$ cat config.mk
export PLATFORM = sky130hd
export DESIGN_NAME = fifo_write_arbiter_flat
export DESIGN_NICKNAME = d
export VERILOG_FILES = /design/src/rtl/fifo_write_arbiter_pkg.sv /design/src/rtl/fifo_write_arbiter_if.sv /design/src/rtl/fifo_write_arbiter_rr_arbiter.sv /design/src/rtl/fifo_write_arbiter.sv /design/src/flat_wrapper.sv
export SDC_FILE = /design/constraint.sdc
export NUM_CORES = 1
export LEC_CHECK = 0
export CAP_MARGIN = 20
export CORE_MARGIN = 3
export CORE_UTILIZATION = 40
export CTS_CLUSTER_DIAMETER = 50
export DETAILED_ROUTE_END_ITERATION = 7
export GPL_ROUTABILITY_DRIVEN = 0
export PLACE_DENSITY = 0.91
export SETUP_SLACK_MARGIN = 0.4
export SYNTH_ARGS = -nofsm -noshare
export SYNTH_HDL_FRONTEND = slang
export SYNTH_SLANG_ARGS = --single-unit
$ cat constraint.sdc
create_clock -name clk_clk -period 1.8 [get_ports clk_clk]
set_input_delay 0.45 -clock clk_clk [delete_from_list [all_inputs] [get_ports clk_clk]]
set_output_delay 0.45 -clock clk_clk [all_outputs]
set_load 0.05 [all_outputs]
$ cat src/rtl/fifo_write_arbiter_pkg.sv
// Shared types and helpers for fifo_write_arbiter.
// Optional build macro: FIFO_ARB_STRICT_PRIO_EN (requester 0 gets strict priority).
package fifo_arb_pkg;

  localparam int DATA_W_DEFAULT = 32;
  localparam int MAX_REQ        = 8;

  typedef enum logic [0:0] {
    IDLE  = 1'b0,
    WRITE = 1'b1
  } arb_state_t;

  typedef struct packed {
    logic       found;
    logic [2:0] idx;
  } rr_pick_t;

  // First valid index at or above ptr, wrapping modulo n (n in 2..MAX_REQ).
  function automatic rr_pick_t rr_pick(input logic [MAX_REQ-1:0] valid,
                                       input logic [2:0]         ptr,
                                       input int                 n);
    rr_pick_t   res;
    logic [3:0] cand;
    res.found = 1'b0;
    res.idx   = 3'd0;
    for (int off = 0; off < MAX_REQ; off++) begin
      cand = {1'b0, ptr} + 4'(off);
      if (cand >= 4'(n)) begin
        cand = cand - 4'(n);
      end else begin
        cand = cand;
      end
      if ((off < n) && !res.found && valid[cand[2:0]]) begin
        res.found = 1'b1;
        res.idx   = cand[2:0];
      end else begin
        res = res;
      end
    end
    return res;
  endfunction

endpackage

$ cat src/rtl/fifo_write_arbiter_if.sv
// Requester handshake plus Avalon-MM write-port bundle for fifo_write_arbiter.
// master = the arbiter, slave = producers/FIFO side.
interface fifo_write_arbiter_if #(
  parameter int NUM_REQ = 2,
  parameter int DATA_W  = 32
);
  localparam int ID_W = $clog2(NUM_REQ);

  logic [NUM_REQ-1:0]        req_valid;
  logic [NUM_REQ*DATA_W-1:0] req_data;
  logic [NUM_REQ-1:0]        req_ready;
  logic [DATA_W-1:0]         fifo_writedata;
  logic                      fifo_write;
  logic                      fifo_address;
  logic                      fifo_waitrequest;
  logic [ID_W-1:0]           grant_id;
  logic                      busy;

  modport master (
    input  req_valid, req_data, fifo_waitrequest,
    output req_ready, fifo_writedata, fifo_write, fifo_address, grant_id, busy
  );

  modport slave (
    output req_valid, req_data, fifo_waitrequest,
    input  req_ready, fifo_writedata, fifo_write, fifo_address, grant_id, busy
  );

endinterface

$ cat src/rtl/fifo_write_arbiter_rr_arbiter.sv
// Round-robin winner select with registered rotation pointer.
// With FIFO_ARB_STRICT_PRIO_EN, index 0 wins whenever valid and the pointer
// rotates only over indices 1..NUM_REQ-1.
module rr_arbiter
  import fifo_arb_pkg::*;
#(
  parameter int NUM_REQ = 2
) (
  input  logic                       clk_i,
  input  logic                       rst_ni,
  input  logic [NUM_REQ-1:0]         valid_i,
  input  logic                       advance_i,
  output logic                       found_o,
  output logic [$clog2(NUM_REQ)-1:0] grant_o
);
  localparam int ID_W = $clog2(NUM_REQ);
  localparam logic [ID_W-1:0] LAST_IDX = ID_W'(NUM_REQ - 1);

  logic [ID_W-1:0]    ptr_q, ptr_d;
  logic [MAX_REQ-1:0] valid_ext_s;
  rr_pick_t           pick_s;
  logic               found_s;
  logic [ID_W-1:0]    grant_s;

`ifdef FIFO_ARB_STRICT_PRIO_EN
  // Requester 0 first; others rotate, and the pointer skips index 0 on wrap.
  always_comb begin
    valid_ext_s    = MAX_REQ'(valid_i);
    valid_ext_s[0] = 1'b0;
    pick_s         = rr_pick(valid_ext_s, 3'(ptr_q), NUM_REQ);
    ptr_d          = ptr_q;
    if (valid_i[0]) begin
      found_s = 1'b1;
      grant_s = '0;
    end else begin
      found_s = pick_s.found;
      grant_s = ID_W'(pick_s.idx);
      if (advance_i && pick_s.found) begin
        ptr_d = (grant_s == LAST_IDX) ? ID_W'(1) : grant_s + ID_W'(1);
      end else begin
        ptr_d = ptr_q;
      end
    end
  end
`else
  // Pure rotation: scan upward from the pointer, pointer moves past the winner.
  always_comb begin
    valid_ext_s = MAX_REQ'(valid_i);
    pick_s      = rr_pick(valid_ext_s, 3'(ptr_q), NUM_REQ);
    found_s     = pick_s.found;
    grant_s     = ID_W'(pick_s.idx);
    if (advance_i && pick_s.found) begin
      ptr_d = (grant_s == LAST_IDX) ? '0 : grant_s + ID_W'(1);
    end else begin
      ptr_d = ptr_q;
    end
  end
`endif

  // Rotation pointer register.
  always_ff @(posedge clk_i or negedge rst_ni) begin
    if (!rst_ni) begin
      ptr_q <= '0;
    end else begin
      ptr_q <= ptr_d;
    end
  end

  assign found_o = found_s;
  assign grant_o = grant_s;

endmodule

$ cat src/rtl/fifo_write_arbiter.sv
// Shares the fifo_1_in Avalon-MM write port among NUM_REQ producers.
// Holds each word until waitrequest drops, back-to-back at 1 word/cycle,
// and raises a sticky timeout_err if the slave stalls for WAIT_TIMEOUT cycles.
// Optional build macro: FIFO_ARB_STRICT_PRIO_EN (see rr_arbiter).
module fifo_write_arbiter
  import fifo_arb_pkg::*;
#(
  parameter int NUM_REQ      = 2,
  parameter int DATA_W       = DATA_W_DEFAULT,
  parameter int WAIT_TIMEOUT = 1024
) (
  input  logic                 clk_clk,
  input  logic                 reset_reset_n,
  fifo_write_arbiter_if.master bus,
  output logic                 timeout_err,
  input  logic                 err_clr
);
  localparam int ID_W  = $clog2(NUM_REQ);
  localparam int CNT_W = $clog2(WAIT_TIMEOUT);
  localparam logic [CNT_W-1:0] CNT_MAX = CNT_W'(WAIT_TIMEOUT - 1);

  arb_state_t         state_q, state_d;
  logic [DATA_W-1:0]  hold_q, hold_d;
  logic [ID_W-1:0]    gid_q, gid_d;
  logic [CNT_W-1:0]   stall_q, stall_d;
  logic               err_q, err_d;

  logic               found_s;
  logic [ID_W-1:0]    win_s;
  logic               accept_s;
  logic               stalled_s;
  logic [DATA_W-1:0]  sel_data_s;
  logic [NUM_REQ-1:0] ready_s;

  rr_arbiter #(.NUM_REQ(NUM_REQ)) u_rr (
    .clk_i    (clk_clk),
    .rst_ni   (reset_reset_n),
    .valid_i  (bus.req_valid),
    .advance_i(accept_s),
    .found_o  (found_s),
    .grant_o  (win_s)
  );

  // State transitions; an accept can happen in IDLE or as the current word completes.
  always_comb begin
    state_d   = state_q;
    accept_s  = 1'b0;
    stalled_s = 1'b0;
    case (state_q)
      IDLE: begin
        if (found_s) begin
          accept_s = 1'b1;
          state_d  = WRITE;
        end else begin
          state_d  = IDLE;
        end
      end
      WRITE: begin
        if (bus.fifo_waitrequest) begin
          stalled_s = 1'b1;
          state_d   = WRITE;
        end else if (found_s) begin
          accept_s  = 1'b1;
          state_d   = WRITE;
        end else begin
          state_d   = IDLE;
        end
      end
      default: begin
        state_d = IDLE;
      end
    endcase
  end

  // Winner data mux, hold/grant capture, one-hot ready.
  always_comb begin
    sel_data_s = '0;
    for (int i = 0; i < NUM_REQ; i++) begin
      if (win_s == ID_W'(i)) begin
        sel_data_s = bus.req_data[i*DATA_W +: DATA_W];
      end else begin
        sel_data_s = sel_data_s;
      end
    end
    if (accept_s) begin
      hold_d  = sel_data_s;
      gid_d   = win_s;
      ready_s = NUM_REQ'(1) << win_s;
    end else begin
      hold_d  = hold_q;
      gid_d   = gid_q;
      ready_s = '0;
    end
  end

  // Saturating stall counter and sticky watchdog flag (set beats clear).
  always_comb begin
    if (stalled_s) begin
      stall_d = (stall_q == CNT_MAX) ? stall_q : stall_q + CNT_W'(1);
    end else begin
      stall_d = '0;
    end
    if (stalled_s && (stall_q == CNT_MAX)) begin
      err_d = 1'b1;
    end else if (err_clr) begin
      err_d = 1'b0;
    end else begin
      err_d = err_q;
    end
  end

  // State, hold register, grant, stall counter and error flag.
  always_ff @(posedge clk_clk or negedge reset_reset_n) begin
    if (!reset_reset_n) begin
      state_q <= IDLE;
      hold_q  <= '0;
      gid_q   <= '0;
      stall_q <= '0;
      err_q   <= 1'b0;
    end else begin
      state_q <= state_d;
      hold_q  <= hold_d;
      gid_q   <= gid_d;
      stall_q <= stall_d;
      err_q   <= err_d;
    end
  end

  assign bus.req_ready      = ready_s;
  assign bus.fifo_write     = (state_q == WRITE);
  assign bus.busy           = (state_q == WRITE);
  assign bus.fifo_writedata = hold_q;
  assign bus.fifo_address   = 1'b0;
  assign bus.grant_id       = gid_q;
  assign timeout_err        = err_q;

endmodule

$ cat src/flat_wrapper.sv
// flat-port wrapper written by rule: the top's interface ports become plain ports
module fifo_write_arbiter_flat import fifo_arb_pkg::*;
#(
  parameter int NUM_REQ      = 2,
  parameter int DATA_W       = DATA_W_DEFAULT,
  parameter int WAIT_TIMEOUT = 1024
)
  (clk_clk, reset_reset_n, timeout_err, err_clr, bus_req_valid, bus_req_data, bus_fifo_waitrequest, bus_req_ready, bus_fifo_writedata, bus_fifo_write, bus_fifo_address, bus_grant_id, bus_busy);
  fifo_write_arbiter_if #(.NUM_REQ(NUM_REQ), .DATA_W(DATA_W)) bus_i ();
  input  logic clk_clk;
  input  logic reset_reset_n;
  output logic timeout_err;
  input  logic err_clr;
  input wire logic [$bits(bus_i.req_valid)-1:0] bus_req_valid;
  input wire logic [$bits(bus_i.req_data)-1:0] bus_req_data;
  input wire logic [$bits(bus_i.fifo_waitrequest)-1:0] bus_fifo_waitrequest;
  output wire logic [$bits(bus_i.req_ready)-1:0] bus_req_ready;
  output wire logic [$bits(bus_i.fifo_writedata)-1:0] bus_fifo_writedata;
  output wire logic [$bits(bus_i.fifo_write)-1:0] bus_fifo_write;
  output wire logic [$bits(bus_i.fifo_address)-1:0] bus_fifo_address;
  output wire logic [$bits(bus_i.grant_id)-1:0] bus_grant_id;
  output wire logic [$bits(bus_i.busy)-1:0] bus_busy;
  assign bus_i.req_valid = bus_req_valid;
  assign bus_i.req_data = bus_req_data;
  assign bus_i.fifo_waitrequest = bus_fifo_waitrequest;
  assign bus_req_ready = bus_i.req_ready;
  assign bus_fifo_writedata = bus_i.fifo_writedata;
  assign bus_fifo_write = bus_i.fifo_write;
  assign bus_fifo_address = bus_i.fifo_address;
  assign bus_grant_id = bus_i.grant_id;
  assign bus_busy = bus_i.busy;
  fifo_write_arbiter #(.NUM_REQ(NUM_REQ), .DATA_W(DATA_W), .WAIT_TIMEOUT(WAIT_TIMEOUT)) u_core (.clk_clk(clk_clk), .reset_reset_n(reset_reset_n), .bus(bus_i), .timeout_err(timeout_err), .err_clr(err_clr));
endmodule
# Word level (Yosys, flattened, before mapping)

Cells that the tools add are included.

Bitwise operators: 1
Mux-type cells: 22
$add $sub $neg: 5
Shift-type cells: 1
Reductions and logical operators: 5
$lt $le $gt $ge: 4
Equality and inequality tests: 2

Operators with widths:

| cell                  | count |
|---|---|
| $mux 32               | 1 |
| $mux 10               | 2 |
| $add 10x1->10 const B | 1 |
| $eq 10x10->1 const B  | 1 |
| $mux 1                | 10 |
| $lt 3x4->1 const B    | 2 |
| $mux 4                | 2 |
| $bmux 1 s3            | 2 |
| $mux 3                | 2 |
| $pmux 1 s2            | 2 |
| $logic_and 1x1->1     | 3 |
| $sub 1x2->3 const B   | 1 |
| $sub 2x2->3 const B   | 1 |
| $add 1x1->2 const B   | 1 |
| $ge 1x2->1 const B    | 1 |
| $ge 2x2->1 const B    | 1 |
| $mux 2                | 1 |
| $ne 2x2->1 const B    | 1 |
| $reduce_bool 2->1     | 1 |
| $shl 1x1->2 const A   | 1 |
| $add 1x1->1 const B   | 1 |
| $logic_not 1->1       | 1 |
| $not 1->1             | 1 |

Flip-flop bits (word level): 46
Logic and storage cells: 46
Bits of input ports: 70

# Logic depth before layout (Yosys ltp)

Depth in word-level cells: 12
Depth in mapped cells: 5
Depth with buffers taken out: 4

# Modules after synthesis

A second synthesis with hierarchy kept.

Cells, all modules: 214
Area total of the unflattened synthesis: 2,444.8 sq um

Modules (own cells, without submodules):

| module             | cells each | times used | area each (sq um) | seq. area each (sq um) |
|---|---|---|---|---|
| fifo_write_arbiter | 208        | 1          | 2,391.0           | 1,126.1 |
| rr_arbiter         | 6          | 1          | 53.8              | 25.0 |

# Worst setup path after synthesis

No wires, ideal clock.

Path type: register -> output
From: register u_core.state_q, in the netlist u_core.bus.busy
To: output bus_req_ready[1]
Arrival: 1.372 ns
Setup slack: -0.022 ns
Stages on the path, launching flop included: 5
Path buffers: 2
Cells stage by stage: dfrtp_1 nand2_2 and3_1 buf_2 buf_2

Word-level cells in the longest chain between the ends: 3

Ends and longest elaborated chain:

| element                | RTL line                  | RTL |
|---|---|---|
| from (decl)            | fifo_write_arbiter.sv:22  | `arb_state_t state_q, state_d;` |
| from (signal assigned) | fifo_write_arbiter.sv:121 | `state_q <= state_d;` |
| $not 1->1              | --                        |  |
| $pmux 1 s2 (*)         | fifo_write_arbiter.sv:49  | `case (state_q)` |
| $mux 2 (*)             | fifo_write_arbiter.sv:85  | `if (accept_s) begin` |
| to (decl)              | flat_wrapper.sv:17        | `output wire logic [$bits(bus_i.req_ready)-1:0] bus_req_ready;` |

Mark *: on every way between the ends. The rest lies on a longest branch, timed or not.

# Final worst setup path

From: register u_core.u_rr.ptr_q
To: output bus_req_ready[1]

Word-level cells in the longest chain between the ends: 12
Elaborated cells on any way between the ends: 20
Those cells by class: add/sub: 3; order compare: 2; shift: 1; mux: 12; reduce/logical: 2

Ends and longest elaborated chain:

| element                                   | RTL line                                                   | RTL |
|---|---|---|
| from (decl)                               | fifo_write_arbiter_rr_arbiter.sv:19                        | `logic [ID_W-1:0] ptr_q, ptr_d;` |
| from (signal assigned)                    | fifo_write_arbiter_rr_arbiter.sv:65                        | `ptr_q <= ptr_d;` |
| $sub 1x2->3 or $ge 1x2->1 (tied branches) | fifo_write_arbiter_pkg.sv:29, fifo_write_arbiter_pkg.sv:28 |  |
| $mux 3                                    | fifo_write_arbiter_pkg.sv:28                               | `if (cand >= 4'(n)) begin` |
| $bmux 1 s3                                | fifo_write_arbiter_pkg.sv:33                               | `if ((off < n) && !res.found && valid[cand[2:0]]) begin` |
| $mux 1 (not written as such)              | fifo_write_arbiter_pkg.sv:33                               |  |
| $mux 4                                    | fifo_write_arbiter_pkg.sv:33                               |  |
| $logic_not 1->1                           | fifo_write_arbiter_pkg.sv:33                               |  |
| $logic_and 1x1->1                         | fifo_write_arbiter_pkg.sv:33                               |  |
| $mux 4 (*)                                | fifo_write_arbiter_pkg.sv:33                               |  |
| $mux 1                                    | fifo_write_arbiter.sv:51, fifo_write_arbiter.sv:62         |  |
| $mux 1                                    | fifo_write_arbiter.sv:59                                   | `if (bus.fifo_waitrequest) begin` |
| $pmux 1 s2                                | fifo_write_arbiter.sv:49                                   |  |
| $mux 2 (*)                                | fifo_write_arbiter.sv:85                                   |  |

Mark *: on every way between the ends. The rest lies on a longest branch, timed or not. The select of a mux whose other input is x is not followed.

==> flow_summary.ini <==
[outcome]
outcome = completed

[logic_synthesis]
synth_cell_type_count = 36
synth_top_area_share_pct = 54.0
synthCells = 182
synth.area.top_cells = dfrtp_1, a221o_1, and2_1
synth_largest_area_cell = dfrtp_1
synthFlopType = dfrtp_1
ys_seq_area_share_pct = 54.0
ys_ff_latch = 46
syn_area_per_cell_um2 = 11.7
async_reset_ff_share_pct = 100
synth_warnings = 0
synth-edff-count = 0
syn-num-nets = 253
synth_area_um2 = 2130

[critical_path]
worstSetupPathDepth = 3
reg2reg_slack_ps = 300
cp-startpoint = u_core.u_rr.ptr_q
cp_top_family = flip-flops
r2r-end = u_core.bus.fifo_writedata[14]
start_kind = flip-flop
crit_type = flip-flop to output pin
cp-endpoint = bus_req_ready[1]
cp.required_ps = 1350
timing.rr.start = u_core.u_rr.ptr_q
critical_path.max_fanout = 3
path_cells = nand2b_4 > and3_4 > buf_12
worst_setup_path_end_kind = output pin
crit_slowest_cell = dfrtp_1
cp.arrival_ps = 1180
cp_num_buf_inv = 1
r2r_cells = 5
cpPeakStageDelay_ps = 400

[grt]
grtUsageTotal_pct = 21.1
grt_first_pass_wirelength_um = 10300
grt_pass1_vias = 1965
antenna_found_initial = 0
grt_start_max_net_pins = 32
overflow = 0

[clock_tree]
worstSkewPairLatency_ps = 300
clock-sinks = 46
htree_num_levels = 2
cts_tree = yes
cts.root.buffer_cell = clkbuf_8
cts.clk_slew.worst_paths_ps = 90
postCtsHoldBufs = 0
numCtsBuffers = 5
clockBufferDepth = 2

[worst_hold_path]
hold_class = primary input to asynchronous set/reset pin

[placed_design]
port_buffers = 107
dp_cells = 353
dp_hpwl_um = 4760
post_dp_cell_area_um2 = 3320

[layout]
utilization_pct = 71.4
fin_cells = 368
final_layout_size_suffix_gt1_share_pct = 27.2
fillers = 359
syn_to_final_growth_pct = 65.3
regArea_um2 = 1150
antenna_cells = 0
nNetsFinal = 371
multi_input_area_um2 = 920
final_area_um2 = 3530

[routing]
vias = 2033
ant_nets = 0
viasPerCell = 5.52
drc_errors = 0
first_iter_violations = 85
dr.pass1.iters = 5
finalWirelength_um = 6600
wire_per_inst_um = 17.9

[sta]
rsz0062_at_grt = true
skew_ps = 10.6
finalCritPeriodShare_pct = 90.8
drv_slew = 0
final_hold_viol_count = 0
setup_viol = 0
min_period_ps = 1630
fmax_ghz = 0.612

[power_and_ir_drop]
pwr_density_cell_nw_per_um2 = 919
power_mw = 3.24
irDropWorstVdd_mv = 0.557
p_leak_nw = 1.56

[flow_run]
maxCapViolCount = 0

[die]
initial_core_util_pct = 43.2
ioPinCount = 109
die_h_um = 79.0
die-area_um2 = 6250
die_w_um = 79.0
rows = 25
core_um2 = 4940
report_power, final:
part | switching, mW | internal [mW] | leakage (nW)
Clock | 0.341 | 0.414 | 0.0514
Sequential | 0.0752 | 1.16 | 0.579
Combinational | 0.724 | 0.521 | 0.928
Total | 1.14 | 2.10 | 1.56
how the worst min path moves through the flow:
stage,from,slack [ps],cells past startpoint,to
after global routing,reset_reset_n,80,1,u_core.bus.fifo_writedata[31]
final,reset_reset_n,80,1,u_core.bus.fifo_writedata[31]
after floorplan,reset_reset_n,150,0,u_core.bus.busy
after CTS,reset_reset_n,80,1,u_core.bus.fifo_writedata[31]
after detailed placement,reset_reset_n,400,1,u_core.bus.fifo_writedata[27]
after global placement,reset_reset_n,400,1,u_core.bus.fifo_writedata[27]
state kept, by name, indices dropped and copies added (netlist names):
name	flops
u_core.u_rr.ptr_q	1
u_core.bus.busy	1
u_core.timeout_err	1
u_core.bus.grant_id	1
u_core.stall_q	10
u_core.bus.fifo_writedata	32
kinds of logic (layout without fill, tap and decap cells):
family | Yosys count | after routing | synth area share (%)
AOI/OAI and AO/OA | 51 | 51 | 21.5
adders and majority gates | 1 | 1 | 0.586
buffers and inverters | 19 | 138 | 5.57
DFF | 46 | 46 | 54.0
muxes | 2 | 2 | 0.938
other | 1 | 1 | 0.176
and+or+nand+nor | 62 | 62 | 17.3
metrics by stage:
stage	setup TNS, ps	worst slack [ps]	hold WS [ps]
final	0	166	76.4
after global routing	0	116	80.0
after detailed placement	-3130	-121	403
after global placement	-2200	-79.4	401
after CTS	0	157	80.7
after floorplan	0	249	154
repair_timing:
item / 4_1_cts / 5_1_grt
buffers inserted: 3 / 4
gates resized for setup: 11 / 6
pin swaps: 3 / 0
endpoints found under the setup margin: 46 / 40
cells in the mapped netlist, types with 2 or more instances:
cell / count
dfrtp_1: 46
and2_1: 33
a221o_1: 32
nand3_1: 9
buf_2: 7
a211oi_1: 4
and3_1: 4
buf_6: 4
clkbuf_1: 4
a31oi_1: 3
nand2_1: 3
nor3_1: 3
a21o_1: 2
a21oi_1: 2
a41oi_1: 2
buf_4: 2
mux2i_1: 2
nor2_1: 2
area by class of cell:
class / count / share of cell area (%)
repair buffers: 129 / 35.7
inverters: 1 / 0.106
flip-flops and latches: 46 / 32.7
clock inverters: 2 / 1.06
multi-input cells: 117 / 26.1
well taps: 67 / 2.38
clock buffers: 6 / 2.06
placed cells by master, fill, tap and decap left out, types with 2 or more instances in the layout:
cell / n
and2_1: 32
clkdlybuf4s50_1: 65
clkbuf_8: 5
nand3_1: 8
nand2_1: 3
a41oi_1: 2
buf_4: 49
buf_12: 9
a211oi_1: 3
mux2i_1: 2
nor3_1: 3
and3_4: 2
nor2_1: 2
a21o_1: 2
dlygate4sd2_1: 2
dfrtp_1: 45
a31oi_1: 3
a221o_1: 32
a21oi_1: 2
per-layer routing:
metal | up-vias | track usage, % | share of wire [%]
met5 | - | 0 | 0
met1 | 997 | 27.5 | 41
met4 | 0 | 4.47 | 0.58
met3 | 5 | 5.33 | 8.2
li1 | 928 | - | -
met2 | 103 | 35.4 | 50
No activity file was read; power rests on OpenSTA's default activity.
